## src/rtl/minirisc_pkg.sv

```systemverilog
// Shared miniRISC types and constants: arbiter FSM states, ALU opcodes, requester ids.
package minirisc_pkg;

    typedef enum logic [1:0] {
        StIdle = 2'd0,
        StExec = 2'd1,
        StResp = 2'd2
    } alu_arb_state_t;

    localparam logic [4:0] ALU_OP_ADD   = 5'd0;
    localparam logic [4:0] ALU_OP_SUB   = 5'd1;
    localparam logic [4:0] ALU_OP_AND   = 5'd2;
    localparam logic [4:0] ALU_OP_OR    = 5'd3;
    localparam logic [4:0] ALU_OP_XOR   = 5'd4;
    localparam logic [4:0] ALU_OP_SLL   = 5'd5;
    localparam logic [4:0] ALU_OP_SRL   = 5'd6;
    localparam logic [4:0] ALU_OP_PASSB = 5'd7;

    localparam logic REQ_EXEC = 1'b0;
    localparam logic REQ_AGU  = 1'b1;

endpackage

```

## src/rtl/alu.sv

```systemverilog
// miniRISC ALU. ALUipsel = 1 swaps the A/B operands before the operation.
// carry is the adder carry-out for ADD and the no-borrow flag for SUB; 0 otherwise.
module alu
    import minirisc_pkg::*;
#(
    parameter int unsigned WIDTH = 32,
    parameter int unsigned OPW   = 5
) (
    input  logic [WIDTH-1:0] a,
    input  logic [WIDTH-1:0] b,
    input  logic             ALUipsel,
    input  logic [OPW-1:0]   ALUopsel,
    output logic [WIDTH-1:0] result,
    output logic             carry
);

    localparam int unsigned SHW = $clog2(WIDTH);

    logic [WIDTH-1:0] x, y;
    logic [WIDTH:0]   sum;

    always_comb begin
        x      = ALUipsel ? b : a;
        y      = ALUipsel ? a : b;
        sum    = '0;
        result = '0;
        carry  = 1'b0;
        case (ALUopsel)
            ALU_OP_ADD: begin
                sum    = {1'b0, x} + {1'b0, y};
                result = sum[WIDTH-1:0];
                carry  = sum[WIDTH];
            end
            ALU_OP_SUB: begin
                sum    = {1'b0, x} + {1'b0, ~y} + (WIDTH+1)'(1);
                result = sum[WIDTH-1:0];
                carry  = sum[WIDTH];
            end
            ALU_OP_AND:   result = x & y;
            ALU_OP_OR:    result = x | y;
            ALU_OP_XOR:   result = x ^ y;
            ALU_OP_SLL:   result = x << y[SHW-1:0];
            ALU_OP_SRL:   result = x >> y[SHW-1:0];
            ALU_OP_PASSB: result = y;
            default:      result = '0;
        endcase
    end

endmodule

```

## src/rtl/alu_arb_grant.sv

```systemverilog
// One-hot grant for the two ALU requesters.
// ALU_ARB_RR_EN selects round-robin (pointer = preferred requester); otherwise fixed priority.
module alu_arb_grant (
    input  logic [1:0] req_valid,
    input  logic       pointer,
    output logic [1:0] grant
);

`ifdef ALU_ARB_RR_EN
    always_comb begin
        grant = req_valid;
        if (req_valid == 2'b11) begin
            grant = pointer ? 2'b10 : 2'b01;
        end
    end
`else
    logic unused_pointer;
    assign unused_pointer = pointer;

    always_comb begin
        grant    = 2'b00;
        grant[0] = req_valid[0];
        grant[1] = req_valid[1] & ~req_valid[0];
    end
`endif

endmodule

```

## src/rtl/alu_arbiter.sv

```systemverilog
// Shares one ALU between the execute stage (id 0) and the AGU (id 1); one op in flight.
// Define ALU_ARB_RR_EN for round-robin arbitration; default is fixed priority to requester 0.
module alu_arbiter
    import minirisc_pkg::*;
#(
    parameter int unsigned WIDTH = 32,
    parameter int unsigned OPW   = 5
) (
    input  logic             clk,
    input  logic             rst_n,
    input  logic [1:0]       req_valid,
    output logic [1:0]       req_ready,
    input  logic [WIDTH-1:0] req0_a,
    input  logic [WIDTH-1:0] req0_b,
    input  logic [WIDTH-1:0] req1_a,
    input  logic [WIDTH-1:0] req1_b,
    input  logic             req0_ipsel,
    input  logic             req1_ipsel,
    input  logic [OPW-1:0]   req0_opsel,
    input  logic [OPW-1:0]   req1_opsel,
    output logic             rsp_valid,
    output logic             rsp_id,
    output logic [WIDTH-1:0] rsp_result,
    output logic             rsp_carry,
    input  logic             rsp_ready,
    output logic             busy
);

    alu_arb_state_t   state_q, state_d;
    logic [WIDTH-1:0] op_a_q, op_b_q;
    logic             ipsel_q;
    logic [OPW-1:0]   opsel_q;
    logic             id_q;
    logic [WIDTH-1:0] rsp_result_q;
    logic             rsp_carry_q;

    logic [1:0]       grant;
    logic             pointer;
    logic             accept;
    logic             sel;
    logic [WIDTH-1:0] alu_result;
    logic             alu_carry;

    alu_arb_grant u_grant (
        .req_valid (req_valid),
        .pointer   (pointer),
        .grant     (grant)
    );

    alu #(
        .WIDTH (WIDTH),
        .OPW   (OPW)
    ) u_alu (
        .a        (op_a_q),
        .b        (op_b_q),
        .ALUipsel (ipsel_q),
        .ALUopsel (opsel_q),
        .result   (alu_result),
        .carry    (alu_carry)
    );

    always_comb begin
        state_d   = state_q;
        // Ready is also forced low while reset is held, so no accept is advertised.
        req_ready = (state_q == StIdle && rst_n) ? grant : 2'b00;
        accept    = 1'b0;
        sel       = grant[1];
        unique case (state_q)
            StIdle: begin
                if (|grant) begin
                    accept  = 1'b1;
                    state_d = StExec;
                end
            end
            StExec: state_d = StResp;
            StResp: begin
                if (rsp_ready) begin
                    state_d = StIdle;
                end
            end
            default: state_d = StIdle;
        endcase
    end

`ifdef ALU_ARB_RR_EN
    logic ptr_q;

    // After a grant, prefer the other requester.
    always_ff @(posedge clk or negedge rst_n) begin
        if (!rst_n) begin
            ptr_q <= REQ_EXEC;
        end else if (accept) begin
            ptr_q <= ~sel;
        end
    end

    assign pointer = ptr_q;
`else
    assign pointer = REQ_EXEC;
`endif

    always_ff @(posedge clk or negedge rst_n) begin
        if (!rst_n) begin
            state_q      <= StIdle;
            op_a_q       <= '0;
            op_b_q       <= '0;
            ipsel_q      <= 1'b0;
            opsel_q      <= '0;
            id_q         <= REQ_EXEC;
            rsp_result_q <= '0;
            rsp_carry_q  <= 1'b0;
        end else begin
            state_q <= state_d;
            if (accept) begin
                op_a_q  <= sel ? req1_a : req0_a;
                op_b_q  <= sel ? req1_b : req0_b;
                ipsel_q <= sel ? req1_ipsel : req0_ipsel;
                opsel_q <= sel ? req1_opsel : req0_opsel;
                id_q    <= sel;
            end
            if (state_q == StExec) begin
                rsp_result_q <= alu_result;
                rsp_carry_q  <= alu_carry;
            end
        end
    end

    assign rsp_valid  = (state_q == StResp);
    assign rsp_id     = id_q;
    assign rsp_result = rsp_result_q;
    assign rsp_carry  = rsp_carry_q;
    assign busy       = (state_q != StIdle);

endmodule

```

## config.mk

```make
export PLATFORM = sky130hd
export DESIGN_NAME = alu_arbiter
export DESIGN_NICKNAME = d
export VERILOG_FILES = /design/src/rtl/minirisc_pkg.sv /design/src/rtl/alu.sv /design/src/rtl/alu_arb_grant.sv /design/src/rtl/alu_arbiter.sv
export SDC_FILE = /design/constraint.sdc
export NUM_CORES = 1
export LEC_CHECK = 0
export CORE_ASPECT_RATIO = 1.2
export CORE_UTILIZATION = 50
export CTS_CLUSTER_DIAMETER = 100
export CTS_CLUSTER_SIZE = 16
export DETAILED_ROUTE_END_ITERATION = 8
export PLACE_DENSITY = 0.73
export SETUP_SLACK_MARGIN = 0.3
export SYNTH_ARGS = -nofsm -noshare
export SYNTH_HDL_FRONTEND = slang
export SYNTH_HIERARCHICAL = 1
export SYNTH_SLANG_ARGS = --single-unit
```

## constraint.sdc

```tcl
create_clock -name clk -period 7.48 [get_ports clk]
set_clock_uncertainty 0.2 [all_clocks]
set_input_delay 1.87 -clock clk [delete_from_list [all_inputs] [get_ports clk]]
set_output_delay 1.87 -clock clk [all_outputs]
set_load 0.005 [all_outputs]
```

# Yosys cells after proc, flatten, opt, wreduce, memory -nomap -nowiden
# Cells that the tools add are included.
[word_totals]
reg_bits = 106
in_bits = 145
out_inout_bits = 38
[op_classes]
addsub = 3
eq_ne = 11
n_shift = 2
muxes = 14
n_bitwise = 6
reduce_logical = 6
[ops]
columns = ["cell", "count"]
rows = [
  ["32-bit one-hot mux with 8 select lines", 1],
  ["32-bit 2-to-1 mux", 4],
  ["32-bit by 32-bit adder with 33-bit output", 2],
  ["33-bit by 1-bit adder with 33-bit output, second input constant", 1],
  ["32-bit bitwise AND", 1],
  ["32-bit NOT", 1],
  ["32-bit bitwise OR", 1],
  ["32-bit by 5-bit left shift with 32-bit output", 1],
  ["32-bit by 5-bit right shift with 32-bit output", 1],
  ["32-bit bitwise XOR", 1],
  ["5-bit by 3-bit == test with 1-bit output, second input constant", 4],
  ["5-bit by 2-bit == test with 1-bit output, second input constant", 2],
  ["2-bit 2-to-1 mux", 3],
  ["2-bit one-hot mux with 3 select lines", 1],
  ["5-bit by 1-bit == test with 1-bit output, second input constant", 1],
  ["5-bit logical NOT", 1],
  ["5-bit 2-to-1 mux", 1],
  ["2-bit by 1-bit != test with 1-bit output, second input constant", 2],
  ["1-bit 2-to-1 mux", 3],
  ["2-bit by 1-bit == test with 1-bit output, second input constant", 1],
  ["2-bit == test, second input constant", 1],
  ["2-bit logical NOT", 1],
  ["1-bit one-hot mux with 2 select lines", 1],
  ["2-bit AND reduction", 1],
  ["other kinds (5)", 5],
]

# Depth between registers and ports, before layout
[depth]
depth_word = 5
mapped_depth = 19
mapped_depth_nobuf = 15

# Hierarchy
# The synthesis kept the hierarchy.
[by_module_without_submodules]
columns = ["mod", "n_inst", "cells_each", "area_each_um2", "seq_area_each_um2"]
rows = [
  ["alu", 1, 1390, 9188.8, 0.0],
  ["alu_arbiter", 1, 311, 5157.4, 2652.5],
  ["alu_arb_grant", 1, 2, 21.3, 0.0],
]

# Worst setup path before layout
# No wires, ideal clock.
[synth_path]
path_type = "register to register"
from = "register ipsel_q"
to = "register rsp_result_q[30] (netlist: rsp_result[30])"
setup_time_ps = 125
arrival_time_ps = 4339
setup_slack_ps = 2816
stages_incl_launch_ff = 18
path_cell_list = "dfrtp_1 > buf_6 > buf_4 > buf_2 > buf_2 > mux2i_1 > ha_1 > fa_1 > o21bai_4 > o211ai_2 > a32oi_2 > a211oi_2 > a2111oi_4 > o21ai_2 > nor4b_4 > or4_1 > a31o_1 > mux2_2"
[synth_via]
elab_chain_len = 5
elab_cells_between_ends = 12
[synth_lines]
columns = ["item", "line_no", "rtl"]
rows = [
  ["start, declared", "alu_arbiter.sv:31", "logic ipsel_q;"],
  ["start signal, assigned", "alu_arbiter.sv:117", "ipsel_q <= sel ? req1_ipsel : req0_ipsel;"],
  ["32-bit 2-to-1 mux", "alu.sv:24", "y = ALUipsel ? a : b;"],
  ["32-bit NOT", "alu.sv:35", "sum = {1'b0, x} + {1'b0, ~y} + (WIDTH+1)'(1);"],
  ["32-bit by 32-bit adder with 33-bit output", "alu.sv:35", ""],
  ["33-bit by 1-bit adder with 33-bit output", "alu.sv:35", ""],
  ["32-bit one-hot mux with 8 select lines *", "alu.sv:28", "case (ALUopsel)"],
  ["named net alu_result[30]", "alu_arbiter.sv:41", "logic [WIDTH-1:0] alu_result;"],
  ["end signal, assigned", "alu_arbiter.sv:122", "rsp_result_q <= alu_result;"],
  ["end, declared", "alu_arbiter.sv:34", "logic [WIDTH-1:0] rsp_result_q;"],
]
# Mark *: on every way through the listed nets, which the timed path passes. The rest lies on a longest branch.
# A chain may end at the register's enable or synchronous reset.

# Final worst setup path
[layout_path]
from = "register ipsel_q"
to = "register rsp_result_q[31] (netlist: rsp_result[31])"
# Same word-level chain as after synthesis.

==> flow_summary.json <==
{
  "outcome": "finished clean",
  "netlist_area_um2": 14400,
  "r2r_cells": 13,
  "grt_pass1_vias": 13200,
  "report.final.slew_viol_count": 0,
  "wl_um": 54700,
  "clkSlewWorstSetupHoldPaths_ns": 0.09,
  "die_w_um": 157,
  "worst_pin_slew_ns": 1.06,
  "clkLatencyLatePin_ns": 0.38,
  "startpoint_type": "flip-flop",
  "die_y_um": 188,
  "drt_iter0_markers": 1879,
  "io_buffers": 182,
  "antenna_cells": 0,
  "rr_startpoint": "ipsel_q$_DFFE_PN0P_",
  "slowest_delay_ns": 0.94,
  "critPathKind": "reg2reg",
  "dieArea_um2": 29400,
  "ioPinCount": 183,
  "drt-wirelength-per-cell_um": 25.1,
  "area_delta_synth_final_pct": 14.8,
  "synthCells": 1702,
  "cp_num_cells": 13,
  "num_vias": 14247,
  "nets": 2041,
  "syn_avg_cell_area_um2": 8.44,
  "use_met2_pct": 54.4,
  "rsz0062_at_grt": "no",
  "cp_data_arrival_time_ns": 5.36,
  "layout_common_cells": "clkdlybuf4s50_1, nand2_1, mux2i_1",
  "avgViaCountPerCell": 6.54,
  "maxSlewHeadroom_pct": 29.0,
  "r2r_end": "rsp_result[31]$_DFFE_PN0N_",
  "numCtsBuffers": 9,
  "drc": 0,
  "period_needed_ns": 5.29,
  "end_kind": "flip-flop",
  "final_common_cell": "clkdlybuf4s50_1",
  "setup_viol_count_final": 0,
  "crit_chain": "mux2i_4 > buf_4 > ha_1 > a211oi_1 > o31ai_1 > and4_1 > o21ai_0 > a21oi_1 > o21ai_0 > nor4_1 > or3_1 > nand3_1 > mux2_2",
  "hold_class": "reg2reg",
  "grt_usage_pct": 37.4,
  "crit_family": "compound AO/OA/AOI/OAI gates",
  "cts_sinks": 106,
  "synth_warnings": 6,
  "multi_input_area_um2": 10600,
  "critical_path.startpoint": "ipsel_q$_DFFE_PN0P_",
  "critPathSlowestCell": "dfrtp_4",
  "cp_max_fo": 64,
  "antenna_found_initial": 2,
  "synth_fp_nets": 1948,
  "met3_usage_pct": 7.70,
  "cts_setup_buffers": 0,
  "row_count": 67,
  "maxCapViolations": 0,
  "initial_utilization_pct": 51.1,
  "clockRootBuffer": "clkbuf_16",
  "grt_overflow": 0,
  "grt_pass1_wl_um": 82400,
  "fmax_ghz": 0.189,
  "cts_resized": 0,
  "coreArea_um2": 28100,
  "postRouteAntennaNets": 0,
  "dpl.hpwl_um": 42100,
  "cp_num_buf_inv": 1,
  "met1_usage_pct": 53.8,
  "worstSetupEndpoint": "rsp_result[31]$_DFFE_PN0N_",
  "drive_gt1_share_pct": 15.8,
  "busiest_layer": "met2",
  "htreeDepth": 3,
  "drt-pass1-iter-count": 8,
  "period_share_pct": 70.7,
  "gp_congestion": 1.10,
  "r2r_setup_slack_ns": 2.19,
  "cts_hold_buffers": 0,
  "cts_tree": "yes",
  "setup_tns_ns": 0,
  "cp.required_ns": 7.55,
  "hold_viol": 0,
  "regArea_um2": 2660,
  "grt_max_degree": 73,
  "path_common_cell": "o21ai_0",
  "fillers": 2599,
  "clockBufferDepth": 2
}
==> routing by layer <==
| layer | up-vias | part of all wire, % |
|---|---|---|
| li1 | 6395 | - |
| met5 | - | 0.024 |
| met4 | 2 | 3.8 |
| met1 | 6845 | 43 |
| met2 | 865 | 42 |
| met3 | 140 | 11 |
==> state kept, by name, indices dropped and copies added (netlist names) <==
signal and count:
op_a_q 32, op_b_q 32, rsp_result 32, opsel_q 5, state_q 2, ipsel_q 1, rsp_carry 1, rsp_id 1
==> final cells by class <==
cell class / instances / share of cell area [%]
clock buffer: 9 / 1.37
clock inverter: 7 / 0.471
inverter: 98 / 2.23
multi-input combinational: 1368 / 64.5
sequential: 106 / 16.1
tap: 379 / 2.88
timing repair buffer: 212 / 12.4
==> per-stage QoR <==
stage | instance area (um^2) | utilization (%) | hold slack [ns] | std cells | setup WS, ns
2_1_floorplan | 14400 | - | 0.280 | 1702 | 2.82
3_3_place_gp | 16200 | 57.6 | 0.286 | 2163 | 2.23
3_5_place_dp | 16200 | 57.6 | 0.292 | 2163 | 2.15
4_1_cts | 16500 | 58.7 | 0.311 | 2179 | 2.20
5_1_grt | 16500 | 58.7 | 0.319 | 2179 | 2.04
6_report | 16500 | 58.7 | 0.307 | 2179 | 2.19
==> how the worst min path moves through the flow <==
stage | cells past startpoint | startpoint | slack, ns | to
2_1_floorplan | 1 | opsel_q[0]$_DFFE_PN0P_ | 0.28 | opsel_q[0]$_DFFE_PN0P_
3_3_place_gp | 1 | rsp_result[20]$_DFFE_PN0N_ | 0.29 | rsp_result[20]$_DFFE_PN0N_
3_5_place_dp | 1 | rsp_id$_DFFE_PN0P_ | 0.29 | rsp_id$_DFFE_PN0P_
4_1_cts | 1 | rsp_id$_DFFE_PN0P_ | 0.31 | rsp_id$_DFFE_PN0P_
5_1_grt | 1 | rsp_result[7]$_DFFE_PN0N_ | 0.32 | rsp_result[7]$_DFFE_PN0N_
6_report | 1 | rsp_result[14]$_DFFE_PN0N_ | 0.31 | rsp_result[14]$_DFFE_PN0N_
Power is not shown: default switching activity piles up to over one toggle a cycle in this logic, so the estimate is an artifact.
